===== src/rtl/vote_pkg.sv =====
// rtl/vote_pkg.sv - shared constants, FSM encoding and checksum helper for the tally read-out path
package vote_pkg;
   localparam int NUM_CANDIDATES = 4;
   localparam int VOTE_W = 8;
   localparam int FRAME_BYTES = 6;
   localparam logic [7:0] DEFAULT_FRAME_HEADER = 8'hA5;

   typedef enum logic [1:0] {IDLE, START_BIT, DATA_BITS, STOP_BIT} tx_state_t;

   // Truncation to VOTE_W gives the modulo-256 wrap.
   function automatic logic [VOTE_W-1:0] tally_checksum(
      input logic [VOTE_W-1:0] a,
      input logic [VOTE_W-1:0] b,
      input logic [VOTE_W-1:0] c,
      input logic [VOTE_W-1:0] d
   );
      return a + b + c + d;
   endfunction
endpackage


===== src/rtl/vote_result_tx_if.sv =====
// rtl/vote_result_tx_if.sv - control, tally and serial-line signals of the result reporter
interface vote_result_tx_if;
   import vote_pkg::*;

   logic              mode;
   logic              start;
   logic [VOTE_W-1:0] cand1_votes;
   logic [VOTE_W-1:0] cand2_votes;
   logic [VOTE_W-1:0] cand3_votes;
   logic [VOTE_W-1:0] cand4_votes;
   logic              tx;
   logic              busy;
   logic              done;

   modport master (
      output mode, start, cand1_votes, cand2_votes, cand3_votes, cand4_votes,
      input  tx, busy, done
   );

   modport slave (
      input  mode, start, cand1_votes, cand2_votes, cand3_votes, cand4_votes,
      output tx, busy, done
   );
endinterface


===== src/rtl/uart_byte_tx.sv =====
// rtl/uart_byte_tx.sv - 8N1 serializer for one byte; a load in the stop-bit wrap cycle chains the next byte with no gap
module uart_byte_tx
   import vote_pkg::*;
#(
   parameter int CLKS_PER_BIT = 10
) (
   input  logic       clock,
   input  logic       reset,
   input  logic       load,
   input  logic [7:0] data,
   output logic       tx,
   output logic       byte_done
);
   localparam int BAUD_W = $clog2(CLKS_PER_BIT);
   localparam logic [BAUD_W-1:0] BAUD_MAX = BAUD_W'(CLKS_PER_BIT - 1);

   tx_state_t         r_state, w_state_next;
   logic [BAUD_W-1:0] r_baud, w_baud_next;
   logic [2:0]        r_bit, w_bit_next;
   logic [7:0]        r_shift, w_shift_next;
   logic              r_tx, w_tx_next;
   logic              w_wrap;

   assign w_wrap = (r_baud == BAUD_MAX);
   assign tx     = r_tx;

   always_ff @(posedge clock) begin
      if (reset) begin
         r_state <= IDLE;
         r_baud  <= '0;
         r_bit   <= '0;
         r_shift <= '0;
         r_tx    <= 1'b1;
      end else begin
         r_state <= w_state_next;
         r_baud  <= w_baud_next;
         r_bit   <= w_bit_next;
         r_shift <= w_shift_next;
         r_tx    <= w_tx_next;
      end
   end

   always_comb begin
      w_state_next = r_state;
      w_baud_next  = (r_state == IDLE || w_wrap) ? '0 : r_baud + 1'b1;
      w_bit_next   = r_bit;
      w_shift_next = r_shift;
      w_tx_next    = r_tx;
      byte_done    = 1'b0;
      case (r_state)
         IDLE: begin
            if (load) begin
               w_state_next = START_BIT;
               w_shift_next = data;
               w_tx_next    = 1'b0;
            end
         end
         START_BIT: begin
            if (w_wrap) begin
               w_state_next = DATA_BITS;
               w_bit_next   = '0;
               w_tx_next    = r_shift[0];
            end
         end
         DATA_BITS: begin
            if (w_wrap) begin
               if (r_bit == 3'd7) begin
                  w_state_next = STOP_BIT;
                  w_tx_next    = 1'b1;
               end else begin
                  w_bit_next   = r_bit + 3'd1;
                  w_shift_next = r_shift >> 1;
                  w_tx_next    = r_shift[1];
               end
            end
         end
         STOP_BIT: begin
            if (w_wrap) begin
               byte_done = 1'b1;
               if (load) begin
                  w_state_next = START_BIT;
                  w_shift_next = data;
                  w_tx_next    = 1'b0;
               end else begin
                  w_state_next = IDLE;
                  w_tx_next    = 1'b1;
               end
            end
         end
         default: w_state_next = IDLE;
      endcase
   end
endmodule


===== src/rtl/vote_result_tx.sv =====
// rtl/vote_result_tx.sv - snapshots the four tallies and sends header, tallies and checksum as a 6-byte UART frame
module vote_result_tx
   import vote_pkg::*;
#(
   parameter int         CLKS_PER_BIT = 10,
   parameter logic [7:0] FRAME_HEADER = DEFAULT_FRAME_HEADER
) (
   input logic             clock,
   input logic             reset,
   vote_result_tx_if.slave bus
);
   logic [VOTE_W-1:0] r_snap [NUM_CANDIDATES];
   logic [VOTE_W-1:0] r_csum;
   logic [2:0]        r_idx;
   logic              r_busy;
   logic              r_done;
   logic              w_accept;
   logic              w_byte_done;
   logic              w_last_byte;
   logic              w_load;
   logic [2:0]        w_next_idx;
   logic [7:0]        w_byte;
   logic              w_tx;

   assign w_accept    = bus.start & bus.mode & ~r_busy;
   assign w_last_byte = (r_idx == 3'(FRAME_BYTES - 1));
   assign w_next_idx  = r_idx + 3'd1;
   assign w_load      = w_accept | (w_byte_done & ~w_last_byte);

   // Byte 0 is loaded on acceptance; later bytes are loaded as the previous stop bit ends.
   always_comb begin
      w_byte = FRAME_HEADER;
      if (!w_accept) begin
         case (w_next_idx)
            3'd1:    w_byte = r_snap[0];
            3'd2:    w_byte = r_snap[1];
            3'd3:    w_byte = r_snap[2];
            3'd4:    w_byte = r_snap[3];
            3'd5:    w_byte = r_csum;
            default: w_byte = FRAME_HEADER;
         endcase
      end
   end

   always_ff @(posedge clock) begin
      if (reset) begin
         for (int i = 0; i < NUM_CANDIDATES; i++) r_snap[i] <= '0;
         r_csum <= '0;
         r_idx  <= '0;
         r_busy <= 1'b0;
         r_done <= 1'b0;
      end else begin
         r_done <= 1'b0;
         if (w_accept) begin
            r_snap[0] <= bus.cand1_votes;
            r_snap[1] <= bus.cand2_votes;
            r_snap[2] <= bus.cand3_votes;
            r_snap[3] <= bus.cand4_votes;
            r_csum    <= tally_checksum(bus.cand1_votes, bus.cand2_votes,
                                        bus.cand3_votes, bus.cand4_votes);
            r_busy    <= 1'b1;
            r_idx     <= '0;
         end else if (w_byte_done) begin
            if (w_last_byte) begin
               r_busy <= 1'b0;
               r_done <= 1'b1;
               r_idx  <= '0;
            end else begin
               r_idx <= w_next_idx;
            end
         end
      end
   end

   uart_byte_tx #(
      .CLKS_PER_BIT (CLKS_PER_BIT)
   ) u_uart (
      .clock     (clock),
      .reset     (reset),
      .load      (w_load),
      .data      (w_byte),
      .tx        (w_tx),
      .byte_done (w_byte_done)
   );

   assign bus.tx   = w_tx;
   assign bus.busy = r_busy;
   assign bus.done = r_done;
endmodule

===== src/flat_wrapper.sv =====
// flat-port wrapper written by rule: the top's interface ports become plain ports
module vote_result_tx_flat import vote_pkg::*;
#(
   parameter int         CLKS_PER_BIT = 10,
   parameter logic [7:0] FRAME_HEADER = DEFAULT_FRAME_HEADER
)
  (clock, reset, bus_mode, bus_start, bus_cand1_votes, bus_cand2_votes, bus_cand3_votes, bus_cand4_votes, bus_tx, bus_busy, bus_done);
  vote_result_tx_if bus_i ();
  input logic clock;
  input logic reset;
  input wire logic [$bits(bus_i.mode)-1:0] bus_mode;
  input wire logic [$bits(bus_i.start)-1:0] bus_start;
  input wire logic [$bits(bus_i.cand1_votes)-1:0] bus_cand1_votes;
  input wire logic [$bits(bus_i.cand2_votes)-1:0] bus_cand2_votes;
  input wire logic [$bits(bus_i.cand3_votes)-1:0] bus_cand3_votes;
  input wire logic [$bits(bus_i.cand4_votes)-1:0] bus_cand4_votes;
  output wire logic [$bits(bus_i.tx)-1:0] bus_tx;
  output wire logic [$bits(bus_i.busy)-1:0] bus_busy;
  output wire logic [$bits(bus_i.done)-1:0] bus_done;
  assign bus_i.mode = bus_mode;
  assign bus_i.start = bus_start;
  assign bus_i.cand1_votes = bus_cand1_votes;
  assign bus_i.cand2_votes = bus_cand2_votes;
  assign bus_i.cand3_votes = bus_cand3_votes;
  assign bus_i.cand4_votes = bus_cand4_votes;
  assign bus_tx = bus_i.tx;
  assign bus_busy = bus_i.busy;
  assign bus_done = bus_i.done;
  vote_result_tx #(.CLKS_PER_BIT(CLKS_PER_BIT), .FRAME_HEADER(FRAME_HEADER)) u_core (.clock(clock), .reset(reset), .bus(bus_i));
endmodule

===== config.mk =====
export PLATFORM = sky130hd
export DESIGN_NAME = vote_result_tx_flat
export DESIGN_NICKNAME = d
export VERILOG_FILES = /design/src/rtl/vote_pkg.sv /design/src/rtl/vote_result_tx_if.sv /design/src/rtl/uart_byte_tx.sv /design/src/rtl/vote_result_tx.sv /design/src/flat_wrapper.sv
export SDC_FILE = /design/constraint.sdc
export NUM_CORES = 1
export LEC_CHECK = 0
export ABC_AREA = 1
export BUFFER_PORTS_ARGS = -buffer_cell sky130_fd_sc_hd__buf_2
export CORE_ASPECT_RATIO = 1.4
export CORE_MARGIN = 1
export CORE_UTILIZATION = 50
export CTS_CLUSTER_SIZE = 10
export DETAILED_ROUTE_END_ITERATION = 10
export PLACE_DENSITY = 0.78
export SLEW_MARGIN = 40
export SYNTH_ARGS = -nofsm -noshare
export SYNTH_HDL_FRONTEND = slang
export SYNTH_HIERARCHICAL = 1
export SYNTH_SLANG_ARGS = --single-unit

===== constraint.sdc =====
create_clock -name clock -period 3.5 [get_ports clock]
set_input_delay 0.35 -clock clock [delete_from_list [all_inputs] [get_ports clock]]
set_output_delay 0.35 -clock clock [all_outputs]
set_load 0.01 [all_outputs]

==> results of run 1 <==
==> path summary, 6_finish.rpt <==
path,start,endpoint,slack [ns],cells after the start
max,bus_cand1_votes[1],u_core/r_csum[7],0.99,14
min,reset,u_core/u_uart/r_bit[0],0.33,2
max reg2reg,u_core/u_uart/r_baud[0],u_core/u_uart/r_shift[3],1.37,10
min reg2reg,u_core/r_csum[6],u_core/r_csum[6],0.47,2
==> report_power, final <==
group | total (uW) | internal [uW] | switching, uW
clock network | 521 | 243 | 278
registers | 917 | 871 | 46.4
logic | 630 | 235 | 395
total | 2070 | 1350 | 719
==> through the flow <==
step / setup WS [ns] / utilization [%] / std cells
global placement: 0.690 / 55.1 / 609
finish: 0.994 / 57.2 / 625
floorplan: 0.874 / - / 482
global route: 0.818 / 57.2 / 625
detailed placement: 0.656 / 55.1 / 609
CTS: 1.02 / 57.2 / 625
==> critical path, delay by kind of cell <==
kind | cells | cell delay, ns
adder cells (fa/ha/maj) | 4 | 1.62
AND/OR/NAND/NOR | 5 | 0.48
buffers and inverters | 5 | 0.31
==> final cells by class <==
cell class                 count  area, um^2  area share (%)
timing repair buffer          38         190            4.54
multi-input combinational    318        1790            42.7
inverter                      93         350            8.37
tap                           97         121            2.90
clock buffer                   9         124            2.96
sequential                    63        1580            37.8
clock inverter                 7        30.0           0.717
==> per-layer routing <==
metal | global-route usage, % | up-vias | wire length (um) | share of wire, %
met5 | 0 | - | 0 | 0
met3 | 6.27 | 18 | 321 | 4.1
met4 | 11.2 | 0 | 250 | 3.2
met1 | 24.8 | 1459 | 3100 | 40
met2 | 36.9 | 74 | 4150 | 53
li1 | - | 1589 | - | -
==> flip-flops by register name, indices dropped and copies added (netlist names) <==
register               cells
u_core/u_uart/r_bit        3
u_core/r_csum              8
u_core/u_uart/r_state      2
u_core/u_uart/tx           1
u_core/r_idx               3
u_core/bus.busy            1
u_core/bus.done            1
u_core/u_uart/r_baud       4
u_core/r_snap             32
u_core/u_uart/r_shift      8
==> logic make-up after synthesis <==
| family | count (synthesis) | synth area share (%) |
|---|---|---|
| adders and majority gates | 29 | 12.4 |
| xor gates and xnor gates | 3 | 0.695 |
| and+or+nand+nor | 239 | 27.5 |
| DFF | 63 | 41.9 |
| buffers and inverters | 101 | 10.8 |
| AOI/OAI and AO/OA | 47 | 6.82 |
==> cell usage in the layout (no fill, tap or decap), types with 2 or more instances in the layout <==
master	n
inv_2	7
nor2_4	6
o211ai_1	2
nand4_1	6
nor3_1	5
ha_1	15
dfxtp_1	31
o21ai_0	5
fa_1	14
nand2_1	111
inv_1	85
buf_2	38
a21oi_1	28
o22ai_1	4
nand3_1	28
nand2_2	5
clkinv_1	4
nor2_1	73
xor2_1	2
edfxtp_1	32
clkinv_2	4
o21ai_1	3
nand3_2	2
clkbuf_8	9
==> flow_summary.toml, run 1 <==
[synthesis]
ys_types = 31
ys.flop_type = "edfxtp_1"
synth_area_per_cell_um2 = 7.84
netlist_instances = 482
synth.top_cells.by_area = "edfxtp_1, dfxtp_1, nand2_1"
synth-edff-count = 32
synth_top_area_cell = "edfxtp_1"
synth_fp_nets = 547
yosys_warnings = 6
ys_top_cells_by_count = "nand2_1, inv_1, nor2_1"
netlist.area_leader.share_pct = 25.4
syn_area_um2 = 3780
synth-async-reset-ratio_pct = 0
synth.yosys.seq_area_share_pct = 41.9
yosys_register_bits = 63
yosysMostFrequentCell = "nand2_1"

[die]
initial_utilization_pct = 51.7
core-area_um2 = 7310
rows = 37
dieArea_um2 = 7910
die_y_um = 105
num_io_pins = 39
die_w_um = 75.5

[grt]
antenna_found_initial = 0
grt.total_usage_pct = 22.1
grt_pass1_vias = 2934
grt_pass1_wl_um = 12900
grt_max_degree = 42
grt-ovfl-total = 0

[sta]
timing.fmax_ghz = 0.399
min_period_ns = 2.51
slew_viol_final = 0
finalSetupViolations = 0
hold_slack_ns = 0.335
hold_viol = 0
period_share_pct = 71.6
rsz0062_at_grt = "false"
fin_worst_skew_ns = 0.00757
worst_slew_pin_slew_ns = 0.643
slew_headroom_pct = 57.1
tns_ns = 0

[critical_path]
crit_path_end_kind = "register"
slowest_delay_ns = 0.53
required_ns = 3.74
crit_fanout = 3
crit_type = "in2reg"
cp.arrival_ns = 2.75
worstPathCellList = "buf_2 > inv_1 > fa_1 > inv_1 > fa_1 > ha_1 > inv_1 > fa_1 > nor3_1 > nor2_1 > inv_1 > nand2_1 > nand3_1 > nand2_1"
crit_path_top_delay_cell = "fa_1"
cpMostUsedCell = "inv_1"
cp-start-kind = "primary input"

[final_layout]
nets = 588
drive_gt1_share_pct = 13.8
stdcell_area_um2 = 4190
nFillCells = 705
n_antenna_cell = 0
area_growth_pct = 10.8

[cts]
ctsResizeCount = 0
cts.clk_slew.worst_paths_ns = 0.07
cts_setup_buffers = 0
clock-sinks = 63
ctsHoldBuffers = 0
cts_tree = "built"
root_buffer = "clkbuf_8"
h-tree-depth = 3
clockBufferDepth = 2
cts_made_buffers = 9
clock_latency_ns = 0.34

[placed_design]
portBuffers = 38
hpwlAfterDp_um = 5740
gp_congestion = 0.814
placed_cell_area_um2 = 4030

[routing]
routedWlPerCell_um = 12.5
via_per_inst = 5.02
drtPass1Iterations = 4
vias = 3140
drc = 0
drt-initial-drc-count = 244
drt-total-wl_um = 7820
final_antenna_net_count = 0

[run_status]
status = "completed"

[power_and_ir_drop]
power_uw = 2070
leakagePower_uw = 0.00206
worst_ir_drop_vdd_mv = 0.269
p_per_area_nw_per_um2 = 494

[min_path]
hold_class = "in2reg"

[job]
drv_cap = 0
Note: power is estimated with default switching activity, not from simulation.
==> run 2, diff against run 1 <==
--- a/config.mk
+++ b/config.mk
@@ -5,14 +5,14 @@
 export SDC_FILE = /design/constraint.sdc
 export NUM_CORES = 1
 export LEC_CHECK = 0
-export ABC_AREA = 1
+export ABC_AREA = 0
 export BUFFER_PORTS_ARGS = -buffer_cell sky130_fd_sc_hd__buf_2
 export CORE_ASPECT_RATIO = 1.4
 export CORE_MARGIN = 1
 export CORE_UTILIZATION = 50
 export CTS_CLUSTER_SIZE = 10
 export DETAILED_ROUTE_END_ITERATION = 10
-export PLACE_DENSITY = 0.78
+export PLACE_DENSITY = 0.81
 export SLEW_MARGIN = 40
 export SYNTH_ARGS = -nofsm -noshare
 export SYNTH_HDL_FRONTEND = slang
==> constraint.sdc (replaced) <==
create_clock -name clock -period 2.1 [get_ports clock]
set_input_delay 0.21 -clock clock [delete_from_list [all_inputs] [get_ports clock]]
set_output_delay 0.21 -clock clock [all_outputs]
set_load 0.01 [all_outputs]
==> run 2 against run 1 <==
- the run now ends with setup timing left
- design area increased by 9.7%
- register-to-register slack lost 1.3 ns
- first-iteration DRC count down 24%
- sequential share of layout area is 3.2 points lower
- critical path type unchanged
- largest cell class unchanged
- largest power group unchanged
==> flow_summary.toml, run 2 <==
[routing]
final_antenna_net_count = 0
via_per_inst = 5.52
drc = 0
drt-initial-drc-count = 186
drtPass1Iterations = 4
vias = 3028
drt-total-wl_um = 8580
routedWlPerCell_um = 15.6

[synthesis]
yosys.area_share.adder_pct = 12.7
syn_area_um2 = 3690
synth-async-reset-ratio_pct = 0
synth.top_cells.by_area = "edfxtp_1, dfxtp_1, fa_1"
synth_fp_nets = 443
synth.yosys.seq_area_share_pct = 42.9
netlist.area_leader.share_pct = 26.1
yosys_register_bits = 63
netlist_instances = 378
ys_top_cells_by_count = "inv_1, edfxtp_1, dfxtp_1"
synth_mux_area_share_pct = 3.83
yosysMostFrequentCell = "inv_1"
synth_xor_area_share_pct = 2.37
synth_compound_area_share_pct = 13.3
ys.flop_type = "edfxtp_1"
synth-edff-count = 32
synth_top_area_cell = "edfxtp_1"
synth_area_per_cell_um2 = 9.76
synth_top_family_by_area = "simple AND/OR/NAND/NOR gates"
ys_types = 48
synth_simple_gate_area_share_pct = 18.3
yosys_warnings = 6

[min_path]
hold_class = "in2reg"

[cts]
cts_made_buffers = 9
root_buffer = "clkbuf_8"
ctsHoldBuffers = 0
cts_tree = "built"
h-tree-depth = 3
clock_latency_ns = 0.34
clockBufferDepth = 2
cts.clk_slew.worst_paths_ns = 0.07
clock-sinks = 63

[critical_path]
endpoint = "u_core/r_csum[7]"
cp-start-kind = "primary input"
required_ns = 2.31
regToRegSetupSlack_ns = 0.05
cp.arrival_ns = 2.75
slowest_delay_ns = 0.55
crit_fanout = 2
rr_endpoint = "u_core/u_uart/r_shift[7]"
crit_path_top_delay_cell = "fa_1"
worstRegToRegCells = 9
crit_type = "in2reg"
startpoint = "bus_cand1_votes[1]"
worstPathCellList = "buf_8 > inv_8 > fa_1 > inv_2 > fa_1 > ha_2 > inv_2 > fa_2 > nor2b_4 > o31a_1 > o22ai_2 > xnor2_2 > a211oi_2"
r2r-start = "u_core/u_uart/r_baud[0]"
crit_path_end_kind = "register"

[final_layout]
nFillCells = 566
stdcell_area_um2 = 4590
n_antenna_cell = 0
final_cell_mix = "buf_4, buf_2, edfxtp_1"
drive_gt1_share_pct = 29.7
largest-register = "u_core/r_snap"
nets = 514
reg_top3 = "u_core/r_snap: 32 flops, u_core/r_csum: 8 flops, u_core/u_uart/r_shift: 8 flops"
area_growth_pct = 24.5
largest_reg_flops = 32
final_common_cell = "buf_4"

[sta]
hold_slack_ns = 0.166
hold_viol = 0
worst_slew_pin_slew_ns = 0.543
timing.fmax_ghz = 0.393
tns_ns = -1.15
fin_worst_skew_ns = 0.0103
finalSetupViolations = 5
slew_viol_final = 0
rsz0062_at_grt = "true"
slew_headroom_pct = 63.7
min_period_ns = 2.54
period_share_pct = 121
worst_slack_ns = -0.442

[placed_design]
hpwlAfterDp_um = 6030
placed_cell_area_um2 = 4240
gp_congestion = 0.852
portBuffers = 38

[grt]
grt_max_degree = 29
grt-ovfl-total = 0
grt.total_usage_pct = 23.5
grt_pass1_wl_um = 13700
grt_pass1_vias = 3026
antenna_found_initial = 0

[die]
rows = 36
num_io_pins = 39
dieArea_um2 = 7730
core-area_um2 = 7030
die_w_um = 74.6
initial_utilization_pct = 52.5
die_y_um = 104

[job]
drv_cap = 0

[power_and_ir_drop]
worst_ir_drop_vdd_mv = 0.598
p_per_area_nw_per_um2 = 814
leakagePower_uw = 0.00194

[run_status]
violations = "setup timing"
status = "finished with violations"
-- run 2: cell count changes after synthesis, sizes merged, moves of 6 or more --
cell / before / now
a221oi: 0 / 6
a21o: 1 / 9
mux2i: 0 / 13
nor3: 5 / 28
o21ai: 8 / 17
and2: 0 / 11
nand2: 117 / 17
nand3: 30 / 14
xnor2: 1 / 8
nor2b: 0 / 11
clkbuf: 0 / 13
inv: 93 / 40
nor2: 79 / 24
-- run 2: area by class of cell --
type | instances | area (um^2) | share of cell area, %
clock buffers | 12 | 145 | 3.16
repair buffers | 82 | 548 | 11.9
flip-flops and latches | 63 | 1590 | 34.5
well taps | 95 | 119 | 2.59
multi-input cells | 253 | 1960 | 42.6
inverters | 40 | 165 | 3.60
clock inverters | 4 | 71.3 | 1.55
-- run 2: metal layers --
metal | routed length, um | track usage [%] | vias up
met3 | 368 | 4.67 | 34
met2 | 4660 | 39.8 | 99
met4 | 419 | 16.6 | 0
met5 | 0 | 0 | -
met1 | 3130 | 25.0 | 1440
li1 | - | - | 1455
-- run 2: repair_timing --
item,4_1_cts,5_1_grt
gates resized for setup,10,20
endpoints found under the setup margin,5,13
pin swaps,5,19
cloned,0,1
setup buffers,0,3
-- run 2: worst min path at each step --
stage | startpoint | slack [ns] | end | depth (start not counted)
after floorplan | reset | 0.28 | u_core/u_uart/r_bit[2] | 1
after global placement | u_core/u_uart/r_baud[0] | 0.42 | u_core/u_uart/r_baud[0] | 1
after detailed placement | u_core/u_uart/r_baud[0] | 0.43 | u_core/u_uart/r_baud[0] | 1
after CTS | bus_cand4_votes[7] | 0.16 | u_core/r_snap[3][7] | 2
after global routing | bus_cand4_votes[7] | 0.17 | u_core/r_snap[3][7] | 2
final | bus_cand4_votes[7] | 0.17 | u_core/r_snap[3][7] | 2
-- run 2: power by group --
group / internal [uW] / total [uW] / leakage [uW] / switching (uW)
Clock: 698 / 1160 / 0.000104 / 463
Combinational: 530 / 1110 / 0.00125 / 580
Sequential: 1400 / 1470 / 0.000592 / 64.2
Total: 2630 / 3740 / 0.00194 / 1110
-- run 2: cell families (layout without fill, tap and decap cells) --
| family | after synthesis | count (layout) |
|---|---|---|
| xor+xnor | 10 | 10 |
| flops | 63 | 63 |
| simple gates | 124 | 124 |
| buf+inv | 62 | 138 |
| compound gates | 76 | 76 |
| mux | 14 | 14 |
| fa+ha+maj | 29 | 29 |
-- run 2: per-stage QoR --
stage / setup WS [ns] / total power, uW / instances / utilization (%)
finish: -0.442 / 3740 / 549 / 65.4
global route: -0.522 / 3910 / 549 / 65.4
CTS: -0.389 / 3650 / 545 / 63.9
detailed placement: -0.753 / 2460 / 529 / 60.3
global placement: -0.699 / 2410 / 529 / 60.3
floorplan: -0.498 / 2130 / 378 / -
-- run 2: critical path: cells and delay by family --
kind / cells / cell delay, ns
AOI/OAI and AO/OA: 3 / 0.37
xor gates and xnor gates: 1 / 0.22
adders and majority gates: 4 / 1.62
buffers and inverters: 4 / 0.19
and+or+nand+nor: 1 / 0.12
==> run 3, diff against run 2 <==
--- a/config.mk
+++ b/config.mk
@@ -7,12 +7,15 @@
 export LEC_CHECK = 0
 export ABC_AREA = 0
 export BUFFER_PORTS_ARGS = -buffer_cell sky130_fd_sc_hd__buf_2
+export CELL_PAD_IN_SITES_DETAIL_PLACEMENT = 1
+export CELL_PAD_IN_SITES_GLOBAL_PLACEMENT = 1
 export CORE_ASPECT_RATIO = 1.4
 export CORE_MARGIN = 1
-export CORE_UTILIZATION = 50
+export CORE_UTILIZATION = 41
 export CTS_CLUSTER_SIZE = 10
 export DETAILED_ROUTE_END_ITERATION = 10
-export PLACE_DENSITY = 0.81
+export PLACE_DENSITY = 0.84
+export SKIP_LAST_GASP = 1
 export SLEW_MARGIN = 40
 export SYNTH_ARGS = -nofsm -noshare
 export SYNTH_HDL_FRONTEND = slang
==> run 3 against run 2 <==
- the run still ends with setup timing left
- combinational power is 7% higher
- clock-buffer cell count fell by 1
- setup slack got worse by 0.031 ns
- critical endpoint unchanged
- sequential share of layout area fell by 1.0 points
- clock power up 14%
- final cell count is 3.3% higher
- power grew 6.5%
- design area increased by 2.9%
- critical path depth unchanged
- core utilization is 11 points lower
==> flow_summary.toml, run 3 (synthesis gave the netlist of run 2 again) <==
[routing]
vias = 3136
drt-initial-drc-count = 117
routedWlPerCell_um = 19.1
via_per_inst = 5.53
drtPass1Iterations = 4
drt-total-wl_um = 10800
final_antenna_net_count = 0
drc = 0

[sta]
slew_viol_final = 0
hold_slack_ns = 0.184
min_period_ns = 2.57
rsz0062_at_grt = "true"
finalSetupViolations = 5
timing.fmax_ghz = 0.389
period_share_pct = 122
fin_worst_skew_ns = 0.00638
worst_slew_pin_slew_ns = 0.937
hold_viol = 0
tns_ns = -1.89
slew_headroom_pct = 37.3
worst_slack_ns = -0.472

[job]
drv_cap = 0

[die]
initial_utilization_pct = 42.6
core-area_um2 = 8660
die_w_um = 82.2
num_io_pins = 39
dieArea_um2 = 9380
die_y_um = 114
rows = 40

[placed_design]
placed_cell_area_um2 = 4290
portBuffers = 38
gp_congestion = 0.837
hpwlAfterDp_um = 7160

[cts]
cts_tree = "built"
h-tree-depth = 3
root_buffer = "clkbuf_16"
clockBufferDepth = 2
clock_latency_ns = 0.33
clock-sinks = 63
cts_made_buffers = 9
cts.clk_slew.worst_paths_ns = 0.05

[min_path]
min_path_cells = 2
hold_class = "in2reg"

[power_and_ir_drop]
leakagePower_uw = 0.00200
switching_share_pct = 30.8
p_int_uw = 2750
p_sw_uw = 1230
p_seq_share_pct = 37.0
worst_ir_drop_vdd_mv = 0.512
comb_power_share_pct = 29.9
clockPowerShare_pct = 33.0
p_per_area_nw_per_um2 = 842

[grt]
grt.total_usage_pct = 24.3
grt_pass1_vias = 3463
grt_pass1_wl_um = 16600
grt-ovfl-total = 0
antenna_found_initial = 0
grt_max_degree = 29

[final_layout]
largest_reg_flops = 32
n_antenna_cell = 0
area_growth_pct = 28.2
final_common_cell = "buf_4"
largest-register = "u_core/r_snap"
nets = 522
final_cell_mix = "buf_4, buf_2, inv_1, edfxtp_1, dfxtp_1"
stdcell_area_um2 = 4730
drive_gt1_share_pct = 30.1
reg_top3 = "u_core/r_snap: 32 flops, u_core/r_csum: 8 flops, u_core/u_uart/r_shift: 8 flops"

[critical_path]
cp-start-kind = "primary input"
crit_type = "in2reg"
crit_path_end_kind = "register"
crit_fanout = 2
worstRegToRegCells = 5
cp.arrival_ns = 2.82
required_ns = 2.35

[run_status]
status = "finished with violations"
violations = "setup timing"
run 3: stage by stage:
stage	power, uW	utilization, %	instances	setup slack (ns)
2_1_floorplan	2130	-	378	-0.498
3_3_place_gp	2430	49.5	544	-0.700
3_5_place_dp	2490	49.5	544	-0.798
4_1_cts	3870	53.4	564	-0.433
5_1_grt	4150	54.6	567	-0.544
6_report	3980	54.6	567	-0.472
run 3: final cells by class:
type                            instances  area, um^2
Clock buffer                           11         233
Fill cell                             962        3930
Tap cell                              105         131
Timing Repair Buffer                   90         624
Sequential cell                        63        1580
Inverter                               40         165
Multi-Input combinational cell        253        1960
Clock inverter                          5        25.0
run 3: worst max-delay path, stage by stage:
cell	delay, ns
buf_8	0.08
inv_8	0.03
fa_1	0.54
inv_2	0.04
fa_1	0.52
ha_2	0.20
inv_2	0.05
fa_2	0.37
nor2b_4	0.13
o31a_1	0.22
o22ai_2	0.11
xnor2_1	0.14
a211oi_2	0.17
run 3: path summary, 6_finish.rpt:
check,startpoint,to,slack [ns]
max reg2reg,u_core/bus.busy,u_core/r_csum[6],-0.10
min,bus_cand4_votes[0],u_core/r_snap[3][0],0.18
min reg2reg,u_core/u_uart/r_baud[0],u_core/u_uart/r_baud[0],0.46
max,bus_cand1_votes[1],u_core/r_csum[7],-0.47
run 3: metal layers:
metal	vias to the layer above	share of wire [%]	GRT usage, %
li1	1468	-	-
met1	1585	36	23.4
met2	61	58	46.3
met3	22	2.4	4.62
met4	0	3.1	13.7
met5	-	0	0
run 3: power by group through the flow:
stage | clock network [uW] | registers, uW | logic (uW)
global route | 1370 | 1490 | 1300
global placement | 0 | 1480 | 952
finish | 1320 | 1470 | 1190
CTS | 1330 | 1470 | 1070
detailed placement | 0 | 1490 | 1000
floorplan | 0 | 1470 | 657
run 3: timing repair:
action / in CTS / in global routing
cloned: 0 / 0
pin swaps: 15 / 14
gates resized for setup: 14 / 16
buffers inserted: 4 / 3
endpoints found under the setup margin: 5 / 10
hold buffers: 0 / 0
